File: src/rtl/mem_bus_arbiter_pkg.sv
// mem_bus_arbiter_pkg: shared bus command encodings, tag-owner types and widths for the memory arbiter
package mem_bus_arbiter_pkg;
    localparam int XLEN      = 32;
    localparam int MEM_TAG_W = 4;

    typedef enum logic [1:0] {
        BUS_NONE  = 2'h0,
        BUS_LOAD  = 2'h1,
        BUS_STORE = 2'h2
    } BUS_COMMAND;

    typedef enum logic {
        OWNER_IC = 1'b0,
        OWNER_DC = 1'b1
    } ARB_OWNER;

    typedef struct packed {
        logic     valid;
        ARB_OWNER owner;
        logic     squashed;
    } ARB_TAG_ENTRY;
endpackage

File: src/rtl/arb_tag_table.sv
// arb_tag_table: per-tag owner table with one write, one clear, one lookup port and flush-squash
module arb_tag_table
    import mem_bus_arbiter_pkg::*;
#(
    parameter int NUM_TAGS = 16
) (
    input  logic                 clk,
    input  logic                 reset,
    input  logic                 flush,
    input  logic                 wr_en,
    input  logic [MEM_TAG_W-1:0] wr_tag,
    input  ARB_TAG_ENTRY         wr_entry,
    input  logic                 clr_en,
    input  logic [MEM_TAG_W-1:0] clr_tag,
    input  logic [MEM_TAG_W-1:0] lookup_tag,
    output ARB_TAG_ENTRY         lookup_entry
);
    ARB_TAG_ENTRY tags_q [NUM_TAGS];

    assign lookup_entry = tags_q[lookup_tag];

    // Squash live IC entries first, then clear the returning tag, then record the new grant so a same-tag re-grant survives
    always_ff @(posedge clk) begin
        if (!reset) begin
            for (int i = 0; i < NUM_TAGS; i++) tags_q[i] <= '0;
        end else begin
            for (int i = 0; i < NUM_TAGS; i++)
                if (flush && tags_q[i].valid && tags_q[i].owner == OWNER_IC) tags_q[i].squashed <= 1'b1;
            if (clr_en) tags_q[clr_tag] <= '0;
            if (wr_en) tags_q[wr_tag] <= wr_entry;
        end
    end
endmodule

File: src/rtl/mem_bus_arbiter.sv
// mem_bus_arbiter: shares the tagged memory port between I-cache and D-cache miss paths; ARB_PERF_CNT_EN adds grant/drop counters
module mem_bus_arbiter
    import mem_bus_arbiter_pkg::*;
#(
    parameter int NUM_TAGS     = 16,
    parameter int STARVE_LIMIT = 4
) (
    input  logic                 clk,
    input  logic                 reset,
    input  logic                 ic_req_valid_i,
    input  logic [XLEN-1:0]      ic_req_addr_i,
    output logic                 ic_grant_o,
    input  logic                 ic_flush_i,
    output logic                 ic_resp_valid_o,
    output logic [63:0]          ic_resp_data_o,
    input  logic                 dc_req_valid_i,
    input  logic [1:0]           dc_req_cmd_i,
    input  logic [XLEN-1:0]      dc_req_addr_i,
    input  logic [63:0]          dc_req_data_i,
    output logic                 dc_grant_o,
    output logic [MEM_TAG_W-1:0] dc_grant_tag_o,
    output logic                 dc_resp_valid_o,
    output logic [63:0]          dc_resp_data_o,
    output logic [MEM_TAG_W-1:0] dc_resp_tag_o,
    output logic [1:0]           proc2mem_command_o,
    output logic [XLEN-1:0]      proc2mem_addr_o,
    output logic [63:0]          proc2mem_data_o,
    input  logic [MEM_TAG_W-1:0] mem2proc_response_i,
    input  logic [63:0]          mem2proc_data_i,
    input  logic [MEM_TAG_W-1:0] mem2proc_tag_i
`ifdef ARB_PERF_CNT_EN
    ,
    output logic [31:0]          ic_grant_cnt_o,
    output logic [31:0]          dc_grant_cnt_o,
    output logic [31:0]          squash_drop_cnt_o
`endif
);
    logic [2:0]   starve;
    logic         dc_wins, ic_wins, accepted, hit, wr_en, squash_drop;
    ARB_TAG_ENTRY hit_entry, wr_entry;

    // Pick the winner and drive the memory port; D-side wins unless the I-side has starved long enough
    always_comb begin
        dc_wins            = dc_req_valid_i && !(ic_req_valid_i && starve >= 3'(STARVE_LIMIT));
        ic_wins            = ic_req_valid_i && !dc_wins;
        accepted           = mem2proc_response_i != '0;
        dc_grant_o         = dc_wins && accepted;
        ic_grant_o         = ic_wins && accepted;
        dc_grant_tag_o     = dc_grant_o ? mem2proc_response_i : '0;
        proc2mem_command_o = dc_wins ? dc_req_cmd_i : ic_wins ? BUS_LOAD : BUS_NONE;
        proc2mem_addr_o    = dc_wins ? dc_req_addr_i : ic_wins ? ic_req_addr_i : '0;
        proc2mem_data_o    = dc_wins ? dc_req_data_i : '0;
        wr_en              = ic_grant_o || (dc_grant_o && dc_req_cmd_i == BUS_LOAD);
        wr_entry           = '{valid: 1'b1, owner: dc_grant_o ? OWNER_DC : OWNER_IC, squashed: ic_grant_o && ic_flush_i};
    end

    // Route a returning tag to its recorded owner; squashed or flush-cycle IC data is dropped
    always_comb begin
        hit             = mem2proc_tag_i != '0 && hit_entry.valid;
        ic_resp_valid_o = hit && hit_entry.owner == OWNER_IC && !hit_entry.squashed && !ic_flush_i;
        dc_resp_valid_o = hit && hit_entry.owner == OWNER_DC;
        squash_drop     = hit && hit_entry.owner == OWNER_IC && (hit_entry.squashed || ic_flush_i);
        dc_resp_tag_o   = dc_resp_valid_o ? mem2proc_tag_i : '0;
        ic_resp_data_o  = mem2proc_data_i;
        dc_resp_data_o  = mem2proc_data_i;
    end

    // Count consecutive cycles the I-side waits ungranted, saturating at the counter's maximum
    always_ff @(posedge clk) begin
        if (!reset || !ic_req_valid_i || ic_grant_o) starve <= '0;
        else if (starve != 3'h7) starve <= starve + 3'h1;
    end

    arb_tag_table #(.NUM_TAGS(NUM_TAGS)) u_tag_table (
        .clk          (clk),
        .reset        (reset),
        .flush        (ic_flush_i),
        .wr_en        (wr_en),
        .wr_tag       (mem2proc_response_i),
        .wr_entry     (wr_entry),
        .clr_en       (hit),
        .clr_tag      (mem2proc_tag_i),
        .lookup_tag   (mem2proc_tag_i),
        .lookup_entry (hit_entry)
    );

`ifdef ARB_PERF_CNT_EN
    // Free-running wrap-around event counters for grants and dropped squashed responses
    always_ff @(posedge clk) begin
        if (!reset) begin
            ic_grant_cnt_o    <= '0;
            dc_grant_cnt_o    <= '0;
            squash_drop_cnt_o <= '0;
        end else begin
            ic_grant_cnt_o    <= ic_grant_cnt_o + 32'(ic_grant_o);
            dc_grant_cnt_o    <= dc_grant_cnt_o + 32'(dc_grant_o);
            squash_drop_cnt_o <= squash_drop_cnt_o + 32'(squash_drop);
        end
    end
`else
    logic unused_drop;
    assign unused_drop = squash_drop;
`endif
endmodule

File: config.mk
export PLATFORM = sky130hd
export DESIGN_NAME = mem_bus_arbiter
export DESIGN_NICKNAME = d
export VERILOG_FILES = /design/src/rtl/mem_bus_arbiter_pkg.sv /design/src/rtl/arb_tag_table.sv /design/src/rtl/mem_bus_arbiter.sv
export SDC_FILE = /design/constraint.sdc
export NUM_CORES = 1
export LEC_CHECK = 0
export ABC_AREA = 1
export BUFFER_PORTS_ARGS = -buffer_cell sky130_fd_sc_hd__buf_2
export CORE_AREA = 4 4 171 173
export CTS_BUF_LIST = sky130_fd_sc_hd__clkbuf_4 sky130_fd_sc_hd__clkbuf_8 sky130_fd_sc_hd__clkbuf_16
export CTS_CLUSTER_SIZE = 30
export DETAILED_ROUTE_END_ITERATION = 12
export DIE_AREA = 0 0 175 177
export GPL_TIMING_DRIVEN = 0
export PLACE_DENSITY = 0.52
export SLEW_MARGIN = 25
export SYNTH_ARGS = -nofsm -noshare
export SYNTH_HDL_FRONTEND = slang
export SYNTH_SLANG_ARGS = --single-unit
File: constraint.sdc
create_clock -name clk -period 4 [get_ports clk]
set_input_delay 0.2 -clock clk [delete_from_list [all_inputs] [get_ports clk]]
set_output_delay 0.2 -clock clk [all_outputs]
set_load 0.01 [all_outputs]
* Word-level counts from Yosys, hierarchy flattened *
Memories as Yosys holds them, arrays and structs flattened.
Cells that the tools add are included.

storage, ports and cells
  memories kept = 1
  register bits = 3
  memory bits (writable) = 48
  logic and storage cells = 173
  output and inout port bits = 238
  input port bits = 207

memories
  name                words  width  read ports  clocked after memory_dff  write ports  RTL line             text
  u_tag_table.tags_q  16     3      17          0                         18           arb_tag_table.sv:18  ARB_TAG_ENTRY tags_q [NUM_TAGS];

operators by class
  reductions and logical operators = 55
  mux-type cells = 79
  add/subtract/negate cells = 1
  order comparisons = 1
  bitwise operators = 33
  equal/unequal tests = 2

operators with widths
  operator                                       count
  two-way mux 1 bit                              73
  two-way mux 32 bit                             2
  two-way mux 64 bit                             1
  logical AND 1 bit                              44
  inverter 1 bit                                 17
  bitwise OR 1 bit                               16
  two-way mux 4 bit                              2
  nonzero test 4 bit                             2
  logical NOT 1 bit                              6
  adder 3 x 1 -> 3 bit, second input constant    1
  >= comparator 3 bit, second input constant     1
  logical OR 1 bit                               3
  inequality test 3 bit, second input constant   1
  == test 2 x 1 -> 1 bit, second input constant  1
  two-way mux 2 bit                              1

* Depth between registers and ports, before layout *
Gate-level depths: netlist (run 1).

  word-level depth = 11
  depth in mapped cells = 13
  gate-level depth less buffers = 12

* Hierarchy *
Synthesis (run 1) repeated with hierarchy kept, for this count alone.

unflattened totals
  cell total of the unflattened synthesis = 806
  area total of the unflattened synthesis = 5171.2 µm²

by module, submodules not included
  module           seq. area each (µm²)  instances  cells an instance  area an instance (µm²)
  arb_tag_table    1351.3                1          377                2782.7
  mem_bus_arbiter  60.1                  1          429                2388.5

* Worst setup path before layout (run 1) *
OpenSTA, ideal clock, no wires.

  path type = flip-flop to flip-flop
  from = register starve[2]
  to = memory u_tag_table.tags_q[10][0] (netlist name), enable pin
  data arrival time = 1.204 ns
  buffers on the path = 1
  period minus slack after synthesis = 1.515 ns
  library setup time = 0.311 ns
  data required time = 3.689 ns
  path slack = 2.485 ns
  cell stages (with the launch flop) = 11
  path through = dfxtp_1 nand2_1 nand2_2 inv_2 nand2_2 o21ai_4 buf_6 nand3_4 nand2_1 inv_2 o211ai_1

RTL lines
  item                      RTL line               text
  start: declaration        mem_bus_arbiter.sv:38  logic [2:0] starve;
  start signal: assignment  mem_bus_arbiter.sv:71  else if (starve != 3'h7) starve <= starve + 3'h1;
  end: declaration          arb_tag_table.sv:18

* Worst setup path in the final report (run 1) *
  from = register starve[2]
  to = output port proc2mem_addr_o[19]

between the ends
  longest elaborated chain between the ends = 8

RTL lines
  item                   RTL line               text
  >= comparator 3 bit *  mem_bus_arbiter.sv:44  dc_wins = dc_req_valid_i && !(ic_req_valid_i && starve >= 3'(STARVE_LIMIT));
  logical AND 1 bit *    mem_bus_arbiter.sv:44
  logical NOT 1 bit *    mem_bus_arbiter.sv:44
  logical AND 1 bit *    mem_bus_arbiter.sv:44
  logical NOT 1 bit      mem_bus_arbiter.sv:45  ic_wins = ic_req_valid_i && !dc_wins;
  logical AND 1 bit      mem_bus_arbiter.sv:45
  two-way mux 32 bit     mem_bus_arbiter.sv:51  proc2mem_addr_o = dc_wins ? dc_req_addr_i : ic_wins ? ic_req_addr_i : '0;
  two-way mux 32 bit *   mem_bus_arbiter.sv:51
  end: declaration       mem_bus_arbiter.sv:26  output logic [XLEN-1:0] proc2mem_addr_o,

Mark *: on every way between the ends. The rest lies on a longest branch, timed or not.

==> results of run 1 <==
[cells by family (layout without fill, tap and decap cells)]
logic type,Yosys count,count (layout)
AOI/OAI and AO/OA,66,66
xor gates and xnor gates,1,1
adders and majority gates,2,2
buffers and inverters,283,669
DFF,51,51
other,1,2
and+or+nand+nor,364,364
[through the flow]
step                      setup WS, ps  cell area, um^2  hold WS [ps]
after CTS                         1520             7510           198
after global placement            1870             7370           431
after global routing              1430             7510           225
after detailed placement          1860             7370           448
after floorplan                   2490             5000           316
final                             1600             7510           204
[worst reg2reg max path, stage by stage, from the launching register on]
cell and delay [ps]:
sky130_fd_sc_hd__dfxtp_1 330, sky130_fd_sc_hd__nand2_1 80, sky130_fd_sc_hd__nand2_2 100, sky130_fd_sc_hd__inv_2 160, sky130_fd_sc_hd__nand2_2 100, sky130_fd_sc_hd__o21ai_4 220, sky130_fd_sc_hd__buf_6 200, sky130_fd_sc_hd__nand3_1 170
sky130_fd_sc_hd__nand2_1 100, sky130_fd_sc_hd__inv_1 70, sky130_fd_sc_hd__nand2_1 70
[area by class of cell]
| class | instances | area share (%) |
|---|---|---|
| multi-input cells | 434 | 28.6 |
| clock inverters | 1 | 0.0666 |
| repair buffers | 378 | 25.2 |
| flip-flops and latches | 51 | 16.7 |
| diodes | 1 | 0.0333 |
| well taps | 378 | 6.29 |
| plain buffers | 155 | 15.0 |
| inverters | 128 | 6.39 |
| clock buffers | 7 | 1.86 |
[power by group through the flow]
| stage | clock network [mW] | logic (mW) | registers (mW) |
|---|---|---|---|
| floorplan | 0 | 0.342 | 0.575 |
| global placement | 0 | 0.648 | 0.578 |
| detailed placement | 0 | 0.649 | 0.578 |
| CTS | 0.446 | 0.652 | 0.566 |
| global route | 0.462 | 0.698 | 0.568 |
| finish | 0.438 | 0.642 | 0.566 |
[flip-flops by register name, summed over array words and instances (netlist names)]
| name | flops |
|---|---|
| starve | 3 |
| u_tag_table.tags_q | 48 |
[metal layers]
metal | vias up | track usage, % | part of all wire, % | wire length (um)
met2 | 195 | 29.0 | 48 | 13800
met4 | 16 | 2.59 | 0.97 | 282
li1 | 3015 | - | - | -
met1 | 2751 | 22.6 | 43 | 12500
met5 | - | 0 | 0.31 | 91
met3 | 29 | 6.02 | 7.9 | 2300
[placed cells by master (no fill, tap or decap), types with 2 or more instances in the layout]
cell / n
sky130_fd_sc_hd__a21oi_1: 6
sky130_fd_sc_hd__nand3_1: 62
sky130_fd_sc_hd__o211ai_1: 3
sky130_fd_sc_hd__dfxtp_1: 28
sky130_fd_sc_hd__clkbuf_16: 5
sky130_fd_sc_hd__a22oi_1: 4
sky130_fd_sc_hd__o22ai_1: 4
sky130_fd_sc_hd__nand3_4: 2
sky130_fd_sc_hd__a31o_2: 2
sky130_fd_sc_hd__nand2_2: 6
sky130_fd_sc_hd__buf_1: 2
sky130_fd_sc_hd__nand2_4: 3
sky130_fd_sc_hd__ha_1: 2
sky130_fd_sc_hd__buf_6: 5
sky130_fd_sc_hd__nor2_2: 6
sky130_fd_sc_hd__nor2_4: 2
sky130_fd_sc_hd__nand2_1: 142
sky130_fd_sc_hd__buf_2: 381
sky130_fd_sc_hd__nand3_2: 11
sky130_fd_sc_hd__clkbuf_1: 15
sky130_fd_sc_hd__o21ai_0: 12
sky130_fd_sc_hd__nor2_1: 128
sky130_fd_sc_hd__a22o_1: 32
sky130_fd_sc_hd__buf_4: 129
sky130_fd_sc_hd__inv_2: 8
sky130_fd_sc_hd__inv_1: 120
sky130_fd_sc_hd__clkbuf_4: 2
sky130_fd_sc_hd__edfxtp_1: 23
[worst max path at each step]
stage,startpoint,end,cells after the start
3_5_place_dp,starve[2]$_SDFFE_PP0P_,proc2mem_data_o[43],6
6_report,starve[2]$_SDFFE_PP0P_,proc2mem_addr_o[19],7
4_1_cts,starve[2]$_SDFFE_PP0P_,proc2mem_data_o[43],6
5_1_grt,starve[2]$_SDFFE_PP0P_,proc2mem_data_o[43],6
2_1_floorplan,starve[2]$_SDFFE_PP0P_,u_tag_table.tags_q[10][0]$_DFFE_PP_,10
3_3_place_gp,starve[2]$_SDFFE_PP0P_,proc2mem_data_o[43],6
==> impl_metrics.py, run 1 <==
metrics = {
    "layout": {
        "post_layout_nonfiller_instances": 1533,
        "final.fill_count": 3182,
        "core_utilization_of_the_finished_layout_pct": 27.2,
        "seq_area_um2": 1250,
        "post_route_cells_drive_above_1_share_pct": 49.0,
        "multi_input_area_um2": 2150,
        "area_growth_syn_to_fin_pct": 50.2,
        "finalNetCount": 1362,
    },
    "critical_path": {
        "end_kind": "primary output",
        "worstSetupPathType": "flip-flop to primary output",
        "path_max_fanout": 10,
        "start_kind": "flip-flop",
        "worst-r2r-cell-count": 10,
        "rrSetupSlack_ps": 2130,
        "critical_path_cell_list": "nand2_1 -> nand2_2 -> nand2_2 -> inv_1 -> clkbuf_1 -> a22o_1 -> buf_2",
        "worstPathRequired_ps": 3800,
        "critPathTopFamily": "buffers and inverters",
        "rr_startpoint": "starve[2]$_SDFFE_PP0P_",
        "slowest_delay_ps": 550,
        "cpMostUsedCell": "sky130_fd_sc_hd__nand2_2",
        "worst_ep_arrival_time_ps": 2200,
        "critical_path_buf_inv_count": 3,
        "crit_slowest_cell": "sky130_fd_sc_hd__clkbuf_1",
        "worst_r2r_endpoint": "u_tag_table.tags_q[6][1]$_DFFE_PP_",
    },
    "worst_hold_path": {
        "min_to": "u_tag_table.tags_q[0][2]$_SDFFE_PP1P_",
        "worst_hold_path_type": "primary input to flip-flop",
        "timing.hold.worst_path_depth": 3,
        "holdCritStartpoint": "reset",
    },
    "yosys": {
        "synth.yosys.seq_area_share_pct": 25.0,
        "synthDominantAreaCellType": "sky130_fd_sc_hd__buf_4",
        "mux_share_of_post_synthesis_cell_area_pct": 0,
        "synth_commonest_cells": "sky130_fd_sc_hd__nand2_1 (142), sky130_fd_sc_hd__buf_4 (129), sky130_fd_sc_hd__nor2_1 (128), sky130_fd_sc_hd__inv_1 (120), sky130_fd_sc_hd__nand3_1 (62)",
        "synthesis.nets": 977,
        "synthFlopType": "sky130_fd_sc_hd__dfxtp_1",
        "ys_types": 34,
        "synthSimpleGateAreaFrac_pct": 32.2,
        "synth_adder_area_share_pct": 0.500,
        "ys.warnings.count": 0,
        "post_synth_inst_count": 768,
        "synthesis.area_um2": 5000,
        "synth_compound_area_share_pct": 9.93,
        "synthMostInstantiatedCell": "sky130_fd_sc_hd__nand2_1",
        "netlist_top_cells_area": "sky130_fd_sc_hd__buf_4 (19%), sky130_fd_sc_hd__edfxtp_1 (14%), sky130_fd_sc_hd__dfxtp_1 (11%), sky130_fd_sc_hd__nand2_1 (11%), sky130_fd_sc_hd__nor2_1 (9.6%)",
        "synth_area_per_cell_um2": 6.51,
        "postSynthRegisterBits": 51,
        "combinational_family_with_the_most_area_after_synthesis": "simple AND/OR/NAND/NOR gates",
        "ys_async_sr_fraction_pct": 0,
        "synth-edff-count": 23,
        "post_synth_xor_area_fraction_pct": 0.175,
        "netlist.area_leader.share_pct": 19.4,
    },
    "power": {
        "netSwitchingFraction_pct": 33.8,
        "clock_power_share_pct": 26.6,
        "p_seq_share_pct": 34.4,
        "share_of_total_power_in_combinational_logic_pct": 39.0,
        "p_int_mw": 1.09,
        "netSwitchingPower_mw": 0.557,
        "p_leak_nw": 4.48,
        "finalPower_mw": 1.65,
        "vdd.ir_drop.worst_mv": 0.143,
        "power.density_cell_area_nw_per_um2": 219,
    },
    "cts": {
        "tritoncts.num_buffers": 5,
        "clk_latency_ps": 300,
        "tritoncts": "yes",
        "cts_hold_repair.buffers": 0,
        "clock_tree.buffer_depth": 2,
        "cts.repair_timing.setup_buffer_count": 0,
        "clock_tree.root_cell": "sky130_fd_sc_hd__clkbuf_16",
        "clk_pin_slew_ps": 70,
        "htreeDepth": 2,
        "tritoncts_num_sinks": 51,
        "cts-resized-gates": 0,
    },
    "grt": {
        "grt_max_degree": 15,
        "initial_antenna_violation_count": 10,
        "grtUsageTotal_pct": 17.5,
        "globalRoute.totalOverflow": 0,
        "grt_pass1_vias": 5902,
        "grt_pass1_wl_um": 39900,
    },
    "die": {
        "floorplan.rows": 61,
        "die_height_um": 177,
        "core_um2": 27600,
        "dieWidth_um": 175,
        "floorplan.io_pins": 445,
        "starting_density_of_the_core_pct": 18.1,
        "area_of_the_die_um2": 31000,
    },
    "sta": {
        "finalSetupTns_ps": 0,
        "finalClockSkew_ps": 8.38,
        "period_minus_slack_ps": 2400,
        "transition_at_the_pin_with_the_smallest_max_transition_slack_ps": 719,
        "timing.fmax_ghz": 0.417,
        "grt_setup_unrepaired": "false",
        "maxSlewHeadroom_pct": 52.0,
        "timing.final.max_slew_violations": 0,
        "timing.final.hold_violations": 0,
        "report.final.setup_viol": 0,
        "finalCritPeriodShare_pct": 60.0,
    },
    "route": {
        "drt_iter0_markers": 276,
        "drt-total-wl_um": 28900,
        "routed_via_density": 3.92,
        "routed-via-count": 6006,
        "post_drt_wl_per_cell_um": 18.9,
        "drt_pre_antenna_iters": 4,
        "antenna_violating_nets_post_route": 0,
        "drt_drc_violations_left": 0,
    },
    "run_status": {
        "result_of_the_run": "finished clean",
    },
    "placement": {
        "portBuffers": 378,
        "dp.final_hpwl_um": 26100,
        "finalWeightedCongestion": 0.861,
        "placed_cells": 1524,
    },
    "job": {
        "maxCapViolCount": 0,
    },
}
(Power assumes the default switching activity.)
==> run 2, diff against run 1 <==
--- a/config.mk
+++ b/config.mk
@@ -5,15 +5,15 @@
 export SDC_FILE = /design/constraint.sdc
 export NUM_CORES = 1
 export LEC_CHECK = 0
-export ABC_AREA = 1
+export ABC_AREA = 0
 export BUFFER_PORTS_ARGS = -buffer_cell sky130_fd_sc_hd__buf_2
-export CORE_AREA = 4 4 171 173
+export CORE_AREA = 4 4 169 171
 export CTS_BUF_LIST = sky130_fd_sc_hd__clkbuf_4 sky130_fd_sc_hd__clkbuf_8 sky130_fd_sc_hd__clkbuf_16
 export CTS_CLUSTER_SIZE = 30
 export DETAILED_ROUTE_END_ITERATION = 12
-export DIE_AREA = 0 0 175 177
+export DIE_AREA = 0 0 173 175
 export GPL_TIMING_DRIVEN = 0
-export PLACE_DENSITY = 0.52
+export PLACE_DENSITY = 0.51
 export SLEW_MARGIN = 25
 export SYNTH_ARGS = -nofsm -noshare
 export SYNTH_HDL_FRONTEND = slang
==> constraint.sdc (replaced) <==
create_clock -name clk -period 2.51 [get_ports clk]
set_input_delay 0.1255 -clock clk [delete_from_list [all_inputs] [get_ports clk]]
set_output_delay 0.1255 -clock clk [all_outputs]
set_load 0.01 [all_outputs]
==> impl_metrics.py, run 2 <==
metrics = {
    "critical_path": {
        "slowest_delay_ps": 430,
        "worst-r2r-cell-count": 5,
        "start_kind": "flip-flop",
        "worstPathRequired_ps": 2380,
        "critical_path_buf_inv_count": 3,
        "crit_slowest_cell": "sky130_fd_sc_hd__clkbuf_1",
        "path_max_fanout": 10,
        "rr_startpoint": "starve[2]$_SDFFE_PP0P_",
        "worst_r2r_endpoint": "u_tag_table.tags_q[7][1]$_DFFE_PP_",
        "critPathTopFamily": "buffers and inverters",
        "end_kind": "primary output",
        "worstSetupPathType": "flip-flop to primary output",
        "rrSetupSlack_ps": 410,
        "critical_path_cell_list": "a21boi_4 -> clkbuf_4 -> clkbuf_1 -> nand2_1 -> o21ai_0 -> buf_2",
        "worst_ep_arrival_time_ps": 2220,
    },
    "cts": {
        "tritoncts_num_sinks": 51,
        "cts-resized-gates": 3,
        "clock_tree.root_cell": "sky130_fd_sc_hd__clkbuf_16",
        "cts.repair_timing.setup_buffer_count": 0,
        "clock_tree.buffer_depth": 2,
        "cts_hold_repair.buffers": 0,
        "tritoncts": "yes",
        "clk_latency_ps": 290,
        "htreeDepth": 2,
        "clk_pin_slew_ps": 70,
        "tritoncts.num_buffers": 5,
    },
    "yosys": {
        "synthesis.nets": 815,
        "ys_async_sr_fraction_pct": 0,
        "synth_commonest_cells": "sky130_fd_sc_hd__buf_4 (129), sky130_fd_sc_hd__nand2_1 (116), sky130_fd_sc_hd__and2_1 (75), sky130_fd_sc_hd__o21ai_0 (49), sky130_fd_sc_hd__nor2_1 (29)",
        "netlist.area_leader.share_pct": 20.6,
        "post_synth_inst_count": 606,
        "postSynthRegisterBits": 51,
        "netlist_top_cells_area": "sky130_fd_sc_hd__buf_4 (21%), sky130_fd_sc_hd__edfxtp_1 (15%), sky130_fd_sc_hd__dfxtp_1 (12%), sky130_fd_sc_hd__and2_1 (10%), sky130_fd_sc_hd__nand2_1 (9.2%)",
        "synth-edff-count": 23,
        "ys_types": 55,
        "synthesis.area_um2": 4710,
        "ys.warnings.count": 0,
        "synthMostInstantiatedCell": "sky130_fd_sc_hd__buf_4",
        "synthFlopType": "sky130_fd_sc_hd__dfxtp_1",
        "synth_area_per_cell_um2": 7.77,
        "synth.yosys.seq_area_share_pct": 26.6,
        "synthDominantAreaCellType": "sky130_fd_sc_hd__buf_4",
    },
    "sta": {
        "finalClockSkew_ps": 9.79,
        "fin_ws_ps": 164,
        "timing.fmax_ghz": 0.426,
        "period_minus_slack_ps": 2350,
        "timing.final.hold_violations": 0,
        "maxSlewHeadroom_pct": 57.2,
        "grt_setup_unrepaired": "false",
        "finalCritPeriodShare_pct": 93.5,
        "transition_at_the_pin_with_the_smallest_max_transition_slack_ps": 642,
        "timing.final.max_slew_violations": 0,
        "report.final.setup_viol": 0,
    },
    "grt": {
        "initial_antenna_violation_count": 21,
        "grt_pass1_vias": 5537,
        "grt_max_degree": 15,
        "grt_pass1_wl_um": 40300,
        "grtUsageTotal_pct": 17.7,
        "globalRoute.totalOverflow": 0,
    },
    "power": {
        "power.density_cell_area_nw_per_um2": 358,
        "vdd.ir_drop.worst_mv": 0.273,
        "share_of_total_power_in_combinational_logic_pct": 37.8,
        "p_int_mw": 1.74,
        "p_seq_share_pct": 35.3,
        "p_leak_nw": 3.77,
        "netSwitchingFraction_pct": 32.3,
        "clock_power_share_pct": 26.9,
        "netSwitchingPower_mw": 0.832,
    },
    "layout": {
        "finalNetCount": 1196,
        "post_route_cells_drive_above_1_share_pct": 55.6,
        "post_layout_nonfiller_instances": 1340,
        "final.fill_count": 3016,
        "final_common_cell": "sky130_fd_sc_hd__buf_2",
        "flip_flop_count_of_the_largest_register_after_layout": 48,
        "cell_area_after_layout_um2": 7190,
        "area_growth_syn_to_fin_pct": 52.8,
        "registers.top_by_ff_count": "u_tag_table.tags_q",
        "largest_registers": "u_tag_table.tags_q (48), starve (3)",
        "core_utilization_of_the_finished_layout_pct": 26.8,
        "layout.cells.most_common_list": "sky130_fd_sc_hd__buf_2 (381), sky130_fd_sc_hd__buf_4 (129), sky130_fd_sc_hd__nand2_1 (116)",
    },
    "worst_hold_path": {
        "holdCritStartpoint": "reset",
        "timing.hold.worst_path_depth": 3,
        "worst_hold_path_type": "primary input to flip-flop",
        "min_to": "u_tag_table.tags_q[11][2]$_SDFFE_PP1P_",
    },
    "route": {
        "drt_iter0_markers": 397,
        "drt_pre_antenna_iters": 4,
        "antenna_violating_nets_post_route": 0,
        "drt_drc_violations_left": 0,
        "post_drt_wl_per_cell_um": 21.4,
        "routed_via_density": 4.18,
        "routed-via-count": 5599,
        "drt-total-wl_um": 28700,
    },
    "placement": {
        "finalWeightedCongestion": 0.886,
        "portBuffers": 374,
        "place_worst_setup_slack_ps": -321,
        "place_area_um2": 7010,
        "placed_cells": 1321,
        "dp.final_hpwl_um": 25600,
    },
    "die": {
        "floorplan.rows": 60,
        "dieWidth_um": 173,
        "die_height_um": 175,
        "starting_density_of_the_core_pct": 17.5,
        "floorplan.io_pins": 445,
        "area_of_the_die_um2": 30300,
        "core_um2": 26900,
    },
    "job": {
        "maxCapViolCount": 0,
    },
    "run_status": {
        "result_of_the_run": "finished clean",
    },
}
-- run 2: routing by layer --
layer | part of all wire, % | vias to the layer above | routed length (um) | global-route usage, %
li1 | - | 2675 | - | -
met2 | 46 | 226 | 13300 | 28.2
met5 | 0.58 | - | 166 | 0
met4 | 0.55 | 24 | 157 | 1.90
met3 | 9.3 | 31 | 2680 | 6.27
met1 | 43 | 2643 | 12400 | 24.0
-- run 2: final cells by class --
cell class / instances / area [um^2] / share of cell area (%)
Timing Repair Buffer: 374 / 1870 / 26.0
Clock buffer: 7 / 140 / 1.95
Tap cell: 341 / 427 / 5.93
Antenna cell: 11 / 27.5 / 0.383
Clock inverter: 1 / 5.00 / 0.0696
Multi-Input combinational cell: 382 / 2300 / 32.0
Sequential cell: 51 / 1250 / 17.4
Buffer: 162 / 1130 / 15.7
Inverter: 11 / 41.3 / 0.574
-- run 2: worst max-delay path by stage --
stage                                                 from  depth (start not counted)                             endpoint
global route                        starve[2]$_SDFFE_PP0P_                          6                  proc2mem_addr_o[24]
detailed placement                  starve[2]$_SDFFE_PP0P_                          6                   proc2mem_addr_o[1]
floorplan           u_tag_table.tags_q[15][2]$_SDFFE_PP1P_                          5  u_tag_table.tags_q[15][0]$_DFFE_PP_
global placement                    starve[2]$_SDFFE_PP0P_                          6                   proc2mem_addr_o[1]
finish                              starve[2]$_SDFFE_PP0P_                          6                  proc2mem_addr_o[24]
CTS                                 starve[2]$_SDFFE_PP0P_                          6                   proc2mem_addr_o[1]
-- run 2: power groups by stage --
stage	Sequential, mW	Combinational [mW]	Clock (mW)
after floorplan	0.918	0.512	0
after global placement	0.925	0.978	0
after detailed placement	0.926	0.979	0
after CTS	0.907	0.984	0.710
after global routing	0.909	1.05	0.733
final	0.907	0.973	0.692
-- run 2: cells by family (layout without fill, tap and decap cells) --
kind of cell | after synthesis | in the layout | synth area share [%]
AOI/OAI and AO/OA | 99 | 99 | 13.8
xor gates and xnor gates | 1 | 1 | 0.186
adders and majority gates | 2 | 2 | 0.531
buffers and inverters | 173 | 555 | 24.7
DFF | 51 | 51 | 26.6
muxes | 24 | 24 | 7.36
other | 1 | 12 | 0.0796
and+or+nand+nor | 255 | 255 | 26.7
-- run 2: tightest hold or removal path, cell delays in order --
cell and delay (ps):
sky130_fd_sc_hd__buf_4 160, sky130_fd_sc_hd__o21ai_2 80, sky130_fd_sc_hd__o22ai_1 80
-- run 2: per-stage QoR --
| stage | hold WS [ps] | power, mW | setup TNS (ps) |
|---|---|---|---|
| floorplan | 343 | 1.43 | 0 |
| global placement | 438 | 1.90 | -2300 |
| detailed placement | 437 | 1.91 | -1950 |
| CTS | 188 | 2.60 | 0 |
| global route | 195 | 2.69 | 0 |
| finish | 197 | 2.57 | 0 |
==> run 3, diff against run 2 <==
--- a/config.mk
+++ b/config.mk
@@ -8,13 +8,12 @@
 export ABC_AREA = 0
 export BUFFER_PORTS_ARGS = -buffer_cell sky130_fd_sc_hd__buf_2
 export CORE_AREA = 4 4 169 171
-export CTS_BUF_LIST = sky130_fd_sc_hd__clkbuf_4 sky130_fd_sc_hd__clkbuf_8 sky130_fd_sc_hd__clkbuf_16
+export CTS_BUF_LIST = sky130_fd_sc_hd__clkbuf_4
 export CTS_CLUSTER_SIZE = 30
 export DETAILED_ROUTE_END_ITERATION = 12
 export DIE_AREA = 0 0 173 175
 export GPL_TIMING_DRIVEN = 0
 export PLACE_DENSITY = 0.51
-export SLEW_MARGIN = 25
 export SYNTH_ARGS = -nofsm -noshare
 export SYNTH_HDL_FRONTEND = slang
 export SYNTH_SLANG_ARGS = --single-unit
==> impl_metrics.py, run 3 (synthesis results as in run 2) <==
metrics = {
    "layout": {
        "area_growth_syn_to_fin_pct": 51.2,
        "flip_flop_count_of_the_largest_register_after_layout": 48,
        "post_route_cells_drive_above_1_share_pct": 55.8,
        "registers.top_by_ff_count": "u_tag_table.tags_q",
        "final_common_cell": "sky130_fd_sc_hd__buf_2",
        "layout.cells.most_common_list": "sky130_fd_sc_hd__buf_2 (381), sky130_fd_sc_hd__buf_4 (131), sky130_fd_sc_hd__nand2_1 (116)",
        "finalNetCount": 1198,
        "largest_registers": "u_tag_table.tags_q (48), starve (3)",
    },
    "sta": {
        "finalCritPeriodShare_pct": 90.5,
        "maxSlewHeadroom_pct": 58.4,
        "timing.final.max_slew_violations": 0,
        "transition_at_the_pin_with_the_smallest_max_transition_slack_ps": 624,
        "finalSetupTns_ps": 0,
        "grt_setup_unrepaired": "false",
        "worst_hold_margin_ps": 91.5,
        "finalClockSkew_ps": 20.6,
        "timing.final.hold_violations": 0,
        "timing.fmax_ghz": 0.440,
        "report.final.setup_viol": 0,
        "period_minus_slack_ps": 2270,
    },
    "cts": {
        "clk_latency_ps": 380,
        "clock_tree.root_cell": "sky130_fd_sc_hd__clkbuf_4",
        "cts_hold_repair.buffers": 0,
        "clk_pin_slew_ps": 160,
        "clock_tree.buffer_depth": 2,
        "tritoncts.num_buffers": 5,
        "tritoncts": "yes",
        "tritoncts_num_sinks": 51,
        "htreeDepth": 2,
    },
    "die": {
        "dieWidth_um": 173,
        "area_of_the_die_um2": 30300,
        "core_um2": 26900,
        "floorplan.rows": 60,
        "starting_density_of_the_core_pct": 17.5,
        "die_height_um": 175,
        "floorplan.io_pins": 445,
    },
    "power": {
        "share_of_total_power_in_combinational_logic_pct": 42.7,
        "vdd.ir_drop.worst_mv": 0.176,
        "p_int_mw": 1.48,
        "netSwitchingFraction_pct": 35.0,
        "power.density_cell_area_nw_per_um2": 321,
        "clock_power_share_pct": 17.5,
        "p_leak_nw": 3.74,
        "netSwitchingPower_mw": 0.799,
        "p_seq_share_pct": 39.8,
    },
    "critical_path": {
        "worstSetupPathType": "flip-flop to primary output",
        "end_kind": "primary output",
        "crit_slowest_cell": "sky130_fd_sc_hd__mux4_2",
        "slowest_delay_ps": 480,
        "start_kind": "flip-flop",
        "critical_path_cell_list": "mux4_2 -> a22oi_1 -> and3_2 -> a31oi_2 -> and2_1 -> buf_2",
        "worstPathRequired_ps": 2380,
        "worst_ep_arrival_time_ps": 2150,
        "path_max_fanout": 3,
    },
    "route": {
        "routed_via_density": 4.16,
        "drt_pre_antenna_iters": 5,
        "post_drt_wl_per_cell_um": 21.4,
        "drt-total-wl_um": 28700,
        "drt_iter0_markers": 357,
        "drt_drc_violations_left": 0,
        "antenna_violating_nets_post_route": 0,
        "routed-via-count": 5578,
    },
    "placement": {
        "portBuffers": 374,
        "finalWeightedCongestion": 0.886,
        "dp.final_hpwl_um": 25600,
    },
    "grt": {
        "globalRoute.totalOverflow": 0,
        "grt_pass1_vias": 5531,
        "grt_pass1_wl_um": 40000,
        "initial_antenna_violation_count": 22,
        "grtUsageTotal_pct": 17.6,
        "grt_max_degree": 15,
    },
    "job": {
        "maxCapViolCount": 0,
    },
    "run_status": {
        "result_of_the_run": "finished clean",
    },
    "worst_hold_path": {
        "worst_hold_path_type": "primary input to flip-flop",
    },
}
run 3: cell count changes in the layout (fill, tap and decap cells not counted):
| cell | previous run | this run |
|---|---|---|
| sky130_fd_sc_hd__clkbuf_16 | 5 | 0 |
| sky130_fd_sc_hd__clkbuf_1 | 20 | 19 |
| sky130_fd_sc_hd__clkbuf_2 | 2 | 3 |
| sky130_fd_sc_hd__buf_4 | 129 | 131 |
| sky130_fd_sc_hd__diode_2 | 11 | 10 |
| sky130_fd_sc_hd__clkbuf_4 | 3 | 8 |
run 3: worst paths after layout:
kind	slack, ps	from	endpoint	depth (start not counted)
setup / recovery	240	u_tag_table.tags_q[0][1]$_DFFE_PP_	dc_resp_tag_o[1]	6
hold / removal	90	reset	u_tag_table.tags_q[11][2]$_SDFFE_PP1P_	3
setup reg to reg	400	starve[2]$_SDFFE_PP0P_	u_tag_table.tags_q[7][1]$_DFFE_PP_	5
hold reg to reg	480	u_tag_table.tags_q[0][2]$_SDFFE_PP1P_	u_tag_table.tags_q[0][2]$_SDFFE_PP1P_	1
run 3: cell type report:
class	count	area (um^2)
clock inverter	1	5.00
antenna	10	25.0
multi-input combinational	382	2300
sequential	51	1250
clock buffer	7	52.6
tap	341	427
fill	3023	19800
buffer	162	1130
timing repair buffer	376	1890
inverter	11	41.3
run 3: power groups by stage:
stage	sequential, mW	combinational, mW	clock (mW)
finish	0.907	0.975	0.399
global route	0.910	1.05	0.438
CTS	0.907	0.984	0.417
detailed placement	0.926	0.979	0
global placement	0.925	0.978	0
floorplan	0.918	0.512	0
run 3: routing by layer:
layer	vias up	global-route usage [%]	share of wire, %
met2	219	28.1	46
met1	2627	23.8	44
met3	33	6.43	8.5
met4	26	1.40	0.47
li1	2673	-	-
met5	-	0	0.56
run 3: through the flow:
stage | cell area, um^2 | cells | setup slack, ps | utilization, % | power (mW)
after floorplan | 4710 | 606 | 902 | - | 1.43
after global placement | 7010 | 1321 | -316 | 26.1 | 1.90
after detailed placement | 7010 | 1321 | -321 | 26.1 | 1.91
after CTS | 7080 | 1329 | -7.31 | 26.3 | 2.31
after global routing | 7100 | 1333 | 116 | 26.4 | 2.40
final | 7120 | 1341 | 239 | 26.5 | 2.28
run 3: repair_timing:
action / 4_1_cts / 5_1_grt
gates resized for setup: 5 / 2
pin swaps: 0 / 1
setup endpoints to repair: 60 / 13
buffers inserted: 0 / 2
run 3: worst max-delay path, delay by kind of cell, from the launching register on:
family | cells | cell delay (ps)
muxes | 1 | 480
DFF | 1 | 440
and+or+nand+nor | 2 | 420
AOI/OAI and AO/OA | 2 | 310
buffers and inverters | 1 | 130
